[src/rtl/stream_mux_nto1.sv]
// Single-entry registered N-to-1 stream mux with select-mode grant.
// Define STREAM_MUX_RR_EN to replace select mode with round-robin arbitration.
module stream_mux_nto1 #(
  parameter int WIDTH  = 32,
  parameter int NUM_CH = 32,
  parameter int SEL_W  = 5
) (
  input  logic                    clk,
  input  logic                    rst_n,
  input  logic [SEL_W-1:0]        sel,
  input  logic [NUM_CH*WIDTH-1:0] in_data,
  input  logic [NUM_CH-1:0]       in_valid,
  output logic [NUM_CH-1:0]       in_ready,
  output logic [WIDTH-1:0]        out_data,
  output logic                    out_valid,
  input  logic                    out_ready,
  output logic [SEL_W-1:0]        out_ch
);

  logic             r_valid;
  logic [WIDTH-1:0] r_data;
  logic [SEL_W-1:0] r_ch;

  logic             w_loadable;
  logic             w_grant_vld;
  logic [SEL_W-1:0] w_grant;
  logic             w_gvalid;
  logic [WIDTH-1:0] w_data;
  logic             w_xfer;

  assign w_loadable = !r_valid || out_ready;

`ifdef STREAM_MUX_RR_EN
  logic [SEL_W-1:0] r_ptr;
  logic             w_unused_sel;

  assign w_unused_sel = ^sel;

  // Search upward from the channel after the last winner, wrapping at NUM_CH.
  always_comb begin
    w_grant     = '0;
    w_grant_vld = 1'b0;
    for (int k = 1; k <= NUM_CH; k++) begin
      if (!w_grant_vld && in_valid[(int'(r_ptr) + k) % NUM_CH]) begin
        w_grant_vld = 1'b1;
        w_grant     = SEL_W'((int'(r_ptr) + k) % NUM_CH);
      end
    end
  end

  always_ff @(posedge clk or negedge rst_n) begin
    if (!rst_n) begin
      r_ptr <= SEL_W'(NUM_CH - 1);
    end else if (w_xfer) begin
      r_ptr <= w_grant;
    end
  end
`else
  assign w_grant     = sel;
  assign w_grant_vld = ({1'b0, sel} < (SEL_W + 1)'(NUM_CH));
`endif

  always_comb begin
    w_gvalid = 1'b0;
    w_data   = '0;
    in_ready = '0;
    for (int i = 0; i < NUM_CH; i++) begin
      if (w_grant == SEL_W'(i)) begin
        w_gvalid    = in_valid[i];
        w_data      = in_data[i*WIDTH +: WIDTH];
        // No handshake may be offered while reset is held.
        in_ready[i] = rst_n && w_grant_vld && w_loadable;
      end
    end
  end

  assign w_xfer = rst_n && w_grant_vld && w_gvalid && w_loadable;

  always_ff @(posedge clk or negedge rst_n) begin
    if (!rst_n) begin
      r_valid <= 1'b0;
      r_data  <= '0;
      r_ch    <= '0;
    end else if (w_xfer) begin
      r_valid <= 1'b1;
      r_data  <= w_data;
      r_ch    <= w_grant;
    end else if (out_ready) begin
      r_valid <= 1'b0;
    end
  end

  assign out_valid = r_valid;
  assign out_data  = r_data;
  assign out_ch    = r_ch;

endmodule

[config.mk]
export PLATFORM = sky130hd
export DESIGN_NAME = stream_mux_nto1
export DESIGN_NICKNAME = d
export VERILOG_FILES = /design/src/rtl/stream_mux_nto1.sv
export SDC_FILE = /design/constraint.sdc
export NUM_CORES = 1
export LEC_CHECK = 0
export BUFFER_PORTS_ARGS = -buffer_cell sky130_fd_sc_hd__buf_2
export CAP_MARGIN = 20
export CORE_AREA = 2 2 448 450
export CTS_CLUSTER_SIZE = 20
export DETAILED_ROUTE_END_ITERATION = 8
export DIE_AREA = 0 0 450 452
export PLACE_DENSITY = 0.3
export SETUP_SLACK_MARGIN = 0.2
export SYNTH_ARGS = -nofsm -noshare
export SYNTH_HDL_FRONTEND = slang
export SYNTH_SLANG_ARGS = --single-unit
[constraint.sdc]
create_clock -name clk -period 1.8 [get_ports clk]
set_input_delay 0.18 -clock clk [delete_from_list [all_inputs] [get_ports clk]]
set_output_delay 0.18 -clock clk [all_outputs]
set_load 0.02 [all_outputs]
==> impl_metrics.env <==
export IMPL_relSlewSlack=0.348
export IMPL_outcome="finished, violations left"
export IMPL_yosysSeqAreaShare=0.0887
export IMPL_whs_ns=0.175
export IMPL_path_class="primary input to flip-flop"
export IMPL_cp_start_kind="primary input"
export IMPL_place_congestion=0.913
export IMPL_grt_usage=0.186
export IMPL_boundaryPins=1134
export IMPL_die_h_um=452
export IMPL_numClockSinks=38
export IMPL_cts_buffers_inserted=5
export IMPL_drive_above_1_share=0.678
export IMPL_start_util=0.0540
export IMPL_dr_first_iter_drc_count=1540
export IMPL_rsz0062_at_grt="yes"
export IMPL_cap_violations=0
export IMPL_post_route_period_util=1.50
export IMPL_htree_num_levels=2
export IMPL_final_common_cell="buf_2"
export IMPL_first_pass_iters=6
export IMPL_die_w_um=450
export IMPL_clkLatencyLatePin_ns=0.32
export IMPL_portBuffers=1133
export IMPL_cp_arrival_ns=2.95
export IMPL_violations="setup timing"
export IMPL_finClkSkew_ns=0.0103
export IMPL_max_freq_mhz=371
export IMPL_cts_max_path_buffers=2
export IMPL_synth_edf_count=0
export IMPL_grt_max_degree=48
export IMPL_rows=164
export IMPL_synthCells=1459
export IMPL_fp_dieArea_um2=203000
export IMPL_synth_area_top_cells="mux4_2 (9.2%), dfrtp_1 (8.9%), o22ai_1 (6.9%), a21oi_1 (5.8%), a22oi_1 (4.7%)"
export IMPL_cts_root_buf="clkbuf_16"
export IMPL_syn_avg_cell_area_um2=7.35
export IMPL_placed_area_um2=23500
export IMPL_via_count=21200
export IMPL_ant_nets=0
export IMPL_cp_max_fo=6
export IMPL_required_ns=2.05
export IMPL_wl_per_cell_um=35.1
export IMPL_wirelength_um=200000
export IMPL_leakagePower_nw=12.0
export IMPL_tightestPinTransition_ns=0.974
export IMPL_ys_flop_type="dfrtp_1"
export IMPL_area_growth_pct=157
export IMPL_async_flop_share=1.00
export IMPL_cts_hold_buf=0
export IMPL_grt_pass1_wl_um=243000
export IMPL_design_area_um2=27500
export IMPL_antenna_found_initial=226
export IMPL_ys_ff_latch=38
export IMPL_synth_top_area_frac=0.0924
export IMPL_core_um2=199000
export IMPL_yosysWarnings=0
export IMPL_synth_cell_types=84
export IMPL_grt_overflow_total=0
export IMPL_cts_tree="yes"
export IMPL_nets=4078
export IMPL_critPathCaptureType="flip-flop"
export IMPL_hold_viol_final=0
export IMPL_syn_num_nets=2523
export IMPL_peakVddDrop_v=0.000318
export IMPL_dp_hpwl_um=177000
export IMPL_powerDensity_nw_per_um2=374
export IMPL_hold_class="primary input to asynchronous set/reset pin"
export IMPL_route_detailed_drc=0
export IMPL_netlist_area_um2=10700
export IMPL_final_cell_mix="buf_2 (1096), buf_4 (366), buf_12 (118)"
export IMPL_period_needed_ns=2.70
export IMPL_synth_area_leader_cell="mux4_2"
export IMPL_fin_ws_ns=-0.896
export IMPL_viasPerCell=3.70
export IMPL_finalSetupViolations=63
export IMPL_slew_viol_final=0
export IMPL_clk_pin_slew_worst_paths_ns=0.08
export IMPL_grt_pass1_vias=20700
export IMPL_total_power_mw=10.3
## power breakdown
part,switching [mW],internal [mW]
clock,0.538,0.555
combinational,4.23,3.51
sequential,0.267,1.19
total,5.03,5.25
## cell families after synthesis
| group | Yosys count | share of synthesized area |
|---|---|---|
| AOI/OAI and AO/OA | 646 | 0.421 |
| muxes | 102 | 0.150 |
| buffers and inverters | 183 | 0.0984 |
| DFF | 38 | 0.0887 |
| and+or+nand+nor | 490 | 0.242 |
## metal layers
metal / routed length [µm] / up-vias / track usage
li1: - / 9127 / -
met1: 81200 / 10300 / 0.228
met2: 93300 / 1144 / 0.310
met3: 20400 / 384 / 0.0734
met4: 4360 / 168 / 0.0301
met5: 1030 / - / 0
## final timing paths
kind                            cells past startpoint                  endpoint                startpoint  slack [ns]
max in group asynchronous                           3   out_data[1]$_DFFE_PN0P_                     rst_n        0.90
worst min-delay path                                2  out_data[26]$_DFFE_PN0P_                     rst_n        0.17
min in group clk                                    3   out_data[4]$_DFFE_PN0P_              in_data[868]        0.18
worst max register to register                      9   out_data[5]$_DFFE_PN0P_     out_valid$_DFFE_PN0P_       -0.05
worst min register to register                      2  out_data[18]$_DFFE_PN0P_  out_data[18]$_DFFE_PN0P_        0.48
worst max-delay path                               12   out_data[9]$_DFFE_PN0P_                    sel[4]       -0.90
## synth_stat cells (13+ instances only)
cell type	number
a211oi_1	20
a21oi_1	125
a221oi_1	35
a222oi_1	14
a22o_1	19
a22oi_1	67
buf_2	62
buf_4	16
buf_6	24
clkbuf_1	56
dfrtp_1	38
inv_1	16
mux2_2	18
mux2i_1	31
mux4_2	44
nand2_1	87
nand2b_1	13
nand3_1	59
nand3b_1	27
nor2_1	114
nor3_1	69
nor4_1	21
o211a_1	14
o211ai_1	22
o21ai_0	56
o21ai_1	41
o221ai_1	21
o22ai_1	119
or4_1	30
## layout make-up
| cell class | instances | area (µm²) |
|---|---|---|
| fillers | 23200 | 171000 |
| repair buffers | 1715 | 12500 |
| multi-input cells | 1238 | 10400 |
| well taps | 2656 | 3320 |
| flip-flops and latches | 38 | 951 |
| clock buffers | 6 | 139 |
| diodes | 45 | 113 |
| inverters | 16 | 60.1 |
| clock inverters | 2 | 12.5 |
## worst max-delay path, cell delays in order
cell and delay, ns:
buf_12 0.12, or3b_4 0.25, buf_12 0.12, buf_12 0.13
a21oi_2 0.05, buf_12 0.15, or4_4 0.56, o211ai_1 0.80
buf_4 0.23, a222oi_1 0.08, buf_4 0.15, o21ai_1 0.10
## flip-flops by register name, indices dropped and copies added (netlist names)
name,count
out_data,32
out_ch,5
out_valid,1
## what timing repair did
action / 4_1_cts / 5_1_grt
pin swaps: 61 / 50
buffers inserted: 91 / 35
gates cloned: 6 / 6
endpoints found under the setup margin: 70 / 70
gates resized for setup: 382 / 128
endpoints found under the hold margin: 0 / 0
## stage by stage
stage / worst slack (ns) / TNS [ns] / cells / util
after floorplan: -0.260 / -8.06 / 1459 / -
after global placement: -1.88 / -68.57 / 5526 / 0.118
after detailed placement: -1.81 / -67.94 / 5526 / 0.118
after CTS: -0.912 / -28.55 / 5631 / 0.133
after global routing: -0.962 / -34.70 / 5690 / 0.138
final: -0.896 / -30.58 / 5716 / 0.139
Note: power is estimated with default switching activity, not from simulation.
